`src/rtl/mod_counter_pkg.sv`:
```
// Shared helpers for mod_counter: terminal-count value and parameter legality.
package mod_counter_pkg;

  // Highest count value before wrapping to zero.
  function automatic int terminal_value(input int max);
    return max - 1;
  endfunction

  // Legal when 2 <= MAX <= 2**WIDTH (WIDTH limited to 1..32).
  function automatic bit params_legal(input int width, input int max);
    longint span;
    if (width < 1 || width > 32) return 1'b0;
    span = longint'(1) << width;
    return (max >= 2) && (longint'(max) <= span);
  endfunction

endpackage : mod_counter_pkg

```
`src/rtl/mod_counter.sv`:
```
// Modulo-MAX up-counter with active-low enable and a terminal-count flag for
// cascading. Optional synchronous load is compiled in with MOD_COUNTER_LOAD_EN.
module mod_counter
  import mod_counter_pkg::*;
#(
  parameter int WIDTH = 6,
  parameter int MAX   = 53
) (
  input  logic             clk,
  input  logic             reset_n,
  input  logic             enable_n,
`ifdef MOD_COUNTER_LOAD_EN
  input  logic             load_n,
  input  logic [WIDTH-1:0] d,
`endif
  output logic [WIDTH-1:0] Q,
  output logic             tc
);

  if (!params_legal(WIDTH, MAX)) begin : g_bad_params
    $fatal(1, "mod_counter: MAX=%0d is illegal for WIDTH=%0d", MAX, WIDTH);
  end

  localparam logic [WIDTH-1:0] TERM = WIDTH'(terminal_value(MAX));

  logic [WIDTH-1:0] q_q;
  logic [WIDTH-1:0] q_d;

  // Next count: load (if built in) beats enable; terminal or out-of-range wraps to 0.
  always_comb begin
    // NOTE: every output of a combinational block gets a default first, so no path leaves it unassigned and infers a latch.
    q_d = q_q;
    if (!enable_n) begin
      if (q_q >= TERM) q_d = '0;
      else             q_d = q_q + WIDTH'(1);
    end
`ifdef MOD_COUNTER_LOAD_EN
    if (!load_n) begin
      q_d = (d <= TERM) ? d : '0;
    end
`endif
  end

  // Count register; reset clears it immediately without a clock.
  always_ff @(posedge clk or negedge reset_n) begin
    // NOTE: sequential state uses non-blocking assignment so every flop samples pre-edge values.
    if (!reset_n) q_q <= '0;
    else          q_q <= q_d;
  end

  // Terminal-count decode of the registered value and the live enable.
  always_comb begin
    tc = (q_q == TERM) && !enable_n;
`ifdef MOD_COUNTER_LOAD_EN
    if (!load_n) tc = 1'b0;
`endif
  end

  assign Q = q_q;

endmodule : mod_counter

```
`config.mk`:
```
export PLATFORM = sky130hd
export DESIGN_NAME = mod_counter
export DESIGN_NICKNAME = d
export VERILOG_FILES = /design/src/rtl/mod_counter_pkg.sv /design/src/rtl/mod_counter.sv
export SDC_FILE = /design/constraint.sdc
export NUM_CORES = 1
export LEC_CHECK = 0
export BUFFER_PORTS_ARGS = -buffer_cell sky130_fd_sc_hd__buf_2
export CAP_MARGIN = 20
export CORE_AREA = 2 2 39 41
export CTS_BUF_LIST = sky130_fd_sc_hd__clkbuf_4 sky130_fd_sc_hd__clkbuf_8 sky130_fd_sc_hd__clkbuf_16
export CTS_CLUSTER_DIAMETER = 200
export CTS_CLUSTER_SIZE = 12
export DETAILED_ROUTE_END_ITERATION = 16
export DIE_AREA = 0 0 41 43
export PLACE_DENSITY = 0.49
export RECOVER_POWER = 100
export SLEW_MARGIN = 40
export SYNTH_ARGS = -nofsm -noshare
export SYNTH_HDL_FRONTEND = slang
export SYNTH_SLANG_ARGS = --single-unit
```
`constraint.sdc`:
```
create_clock -name clk -period 1.1 [get_ports clk]
set_input_delay 0.22 -clock clk [delete_from_list [all_inputs] [get_ports clk]]
set_output_delay 0.22 -clock clk [all_outputs]
set_load 0.01 [all_outputs]
```
==> results by group <==
Critical path
  – Reg2reg setup slack: -0.11 ns
  – Worst EP required: 0.88 ns
  – Worst Setup SP: Q[3]
  – CP max stage delay: 0.40 ns
  – WP buf/inv: 1
  – CP delay by family, top: flip-flops
  – Startpoint types: register
  – WP data arrival: 1.15 ns
  – Cell Chain, Critical Path: nor3b_2 > and4_1 > buf_2
  – CP max FO: 2
  – Crit end category: primary output
  – CP max stage cell: dfrtp_2
  – Critical path class: reg -> out
  – R2r worst-path depth: 6
  – Worst reg2reg endpoint: Q[4]
  – Worst R2R Start: Q[0]

Finish
  – Fillers: 142
  – Synth-to-layout area growth: 69.2%
  – # diodes: 0
  – Reg area: 158 sq um
  – Max FFs per register: 6
  – Core Util, Final: 45.1%
  – Layout Nets: 75
  – Ratio of cells with drive above 1 in the final layout: 55.1%
  – Area of the multi-input gates: 214 sq um

Synth
  – Syn. warnings: 0
  – Syn nets: 49
  – Yosys top cell by area: dfrtp_1
  – Netlist cell types: 20
  – Yosys reg bits: 6
  – Post-synth EDFFs: 0
  – Synth Cell Area: 369 sq um
  – Predominant post-synthesis flop cell: dfrtp_1
  – Top-count cell post-synth: nand2_1
  – Area share of the largest cell type after synthesis: 40.7%
  – Top cells by area, synth: dfrtp_1 41%, nand2_1 7.1%, ha_1 6.8%
  – Sequential area share after synthesis: 40.7%
  – Asr flop ratio synth: 100%
  – Avg Inst Size Synth: 8.39 sq um
  – Commonest cells in the netlist: 7 x nand2_1, 6 x dfrtp_1, 5 x o21ai_0, 4 x a21oi_1, 3 x nor2_1
  – Gate Count Post-Synth: 44

Routing
  – DRT iter0 DRCs: 6
  – Detailed Route WL: 980 microns
  – Average wire per standard cell: 11.5 microns
  – Antenna Violating Nets Remaining: 0
  – Total number of vias: 399
  – DRC violations left: 0
  – Routed vias/inst: 4.69
  – TritonRoute pass-1 iters: 2

Global routing
  – Vias in the first global route: 365
  – Grt ovf: 0
  – First-pass GRT wire length: 1.68 mm
  – Antenna violations before repair: 0
  – Largest net degree at the start of global routing: 11
  – Tot GR Track Use: 14.5%

STA
  – Max Slew Vio Count: 0
  – Worst-margin pin slew: 0.352 ns
  – Final number of setup-violating endpoints: 7
  – Period utilization: 125%
  – Fmax: 729 MHz
  – Final worst slack: -0.272 ns
  – Clock Skews: 0.00654 ns
  – RSZ-0062 raised after global routing: true
  – Tmin final: 1.37 ns
  – Slew HR: 76.5%
  – Hold slack: 0.329 ns
  – Hold Vio Cnt, Final: 0

Status
  – Failing checks: negative setup slack
  – Outcome: finished with violations

Die
  – Die area: 1760 sq um
  – Core Region: 1380 sq um
  – Die Height: 43 microns
  – Row cnt: 14
  – Number of I/O pins: 10
  – Die Wd: 41 microns
  – Initial Utilization: 26.7%

Clock tree
  – Clock Pin Slew Worst Setup and Hold Paths: 0.05 ns
  – Maximum root-to-sink buffer count: 2
  – CTS tree: done
  – Sink Count: 6
  – Clk_lat worst skew: 0.24 ns
  – H-tree depth: 1
  – Root Buffer: clkbuf_4
  – Total CTS buffers: 3

Power and ir drop
  – PD cells: 2270 nW/um^2
  – LEAKAGE: 0.287 nW
  – Design Power: 1.42 mW
  – Worst vdd ir: 0.00105 V

Min path
  – Hold EP: Q[1]
  – Hold Crit Start: enable_n
  – Hold Crit Depth: 3
  – Hold Path Class: in -> reg

Placed design
  – GP Congestion: 0.732
  – HPWL after DPL: 710 microns
  – Pre-CTS setup slack: -0.0360 ns
  – Port bufs: 9

Job
  – Max-cap check violation count: 0
per-stage QoR:
step / std cells / setup TNS, ns / instance area, sq um
2_1_floorplan: 44 / 0 / 379
3_3_place_gp: 74 / -0.0380 / 483
3_5_place_dp: 74 / -0.0360 / 483
4_1_cts: 83 / -0.768 / 594
5_1_grt: 85 / -1.23 / 624
6_report: 85 / -0.742 / 624
cell usage in the layout (no fill, tap or decap), types with 2 or more instances in the layout:
cell type	instances
a21oi_1	2
nand4_1	2
buf_6	8
o21ai_1	4
dfrtp_2	6
clkbuf_1	2
buf_2	2
clkbuf_4	4
nand2_1	7
a21oi_2	2
nor2_1	3
clkbuf_2	2
buf_4	9
final cells by class:
class	count	area share, %
flip-flops and latches	6	25.3
repair buffers	24	31.3
inverters	2	1.20
clock buffers	4	4.81
well taps	16	3.21
multi-input cells	33	34.3
cells by family after synthesis:
family	synth area share (%)
buffers and inverters	7.80
AOI/OAI and AO/OA	18.0
DFF	40.7
adders and majority gates	6.78
and+or+nand+nor	26.8
worst min-delay path: stages:
cell and delay (ns):
buf_2 0.10, buf_4 0.15, o21ai_1 0.06
how the worst max path moves through the flow:
stage	endpoint	slack [ns]	cells after the start
2_1_floorplan	tc	0.01	2
3_3_place_gp	tc	-0.03	4
3_5_place_dp	tc	-0.04	4
4_1_cts	tc	-0.28	3
5_1_grt	tc	-0.35	3
6_report	tc	-0.27	3
report_power, final:
group	internal [mW]	leakage, nW	switching (mW)
clock	0.162	0.0184	0.0748
combinational	0.418	0.201	0.360
sequential	0.317	0.0680	0.0879
metal layers:
layer  track usage, %  routed length, microns  up-vias
met5                0                       0        -
met4             8.00                      19        0
met3             3.14                      31        2
met2             20.6                     501        8
met1             19.4                     428      182
li1                 -                       -      207
timing repair:
| action | CTS | global route |
|---|---|---|
| hold endpoints to repair | 6 | 0 |
| endpoints found under the setup margin | 6 | 12 |
| buffers inserted | 4 | 5 |
| hold buffers | 1 | 0 |
| pin swaps | 5 | 7 |
| gates resized for setup | 12 | 10 |
Note: power is estimated with default switching activity, not from simulation.
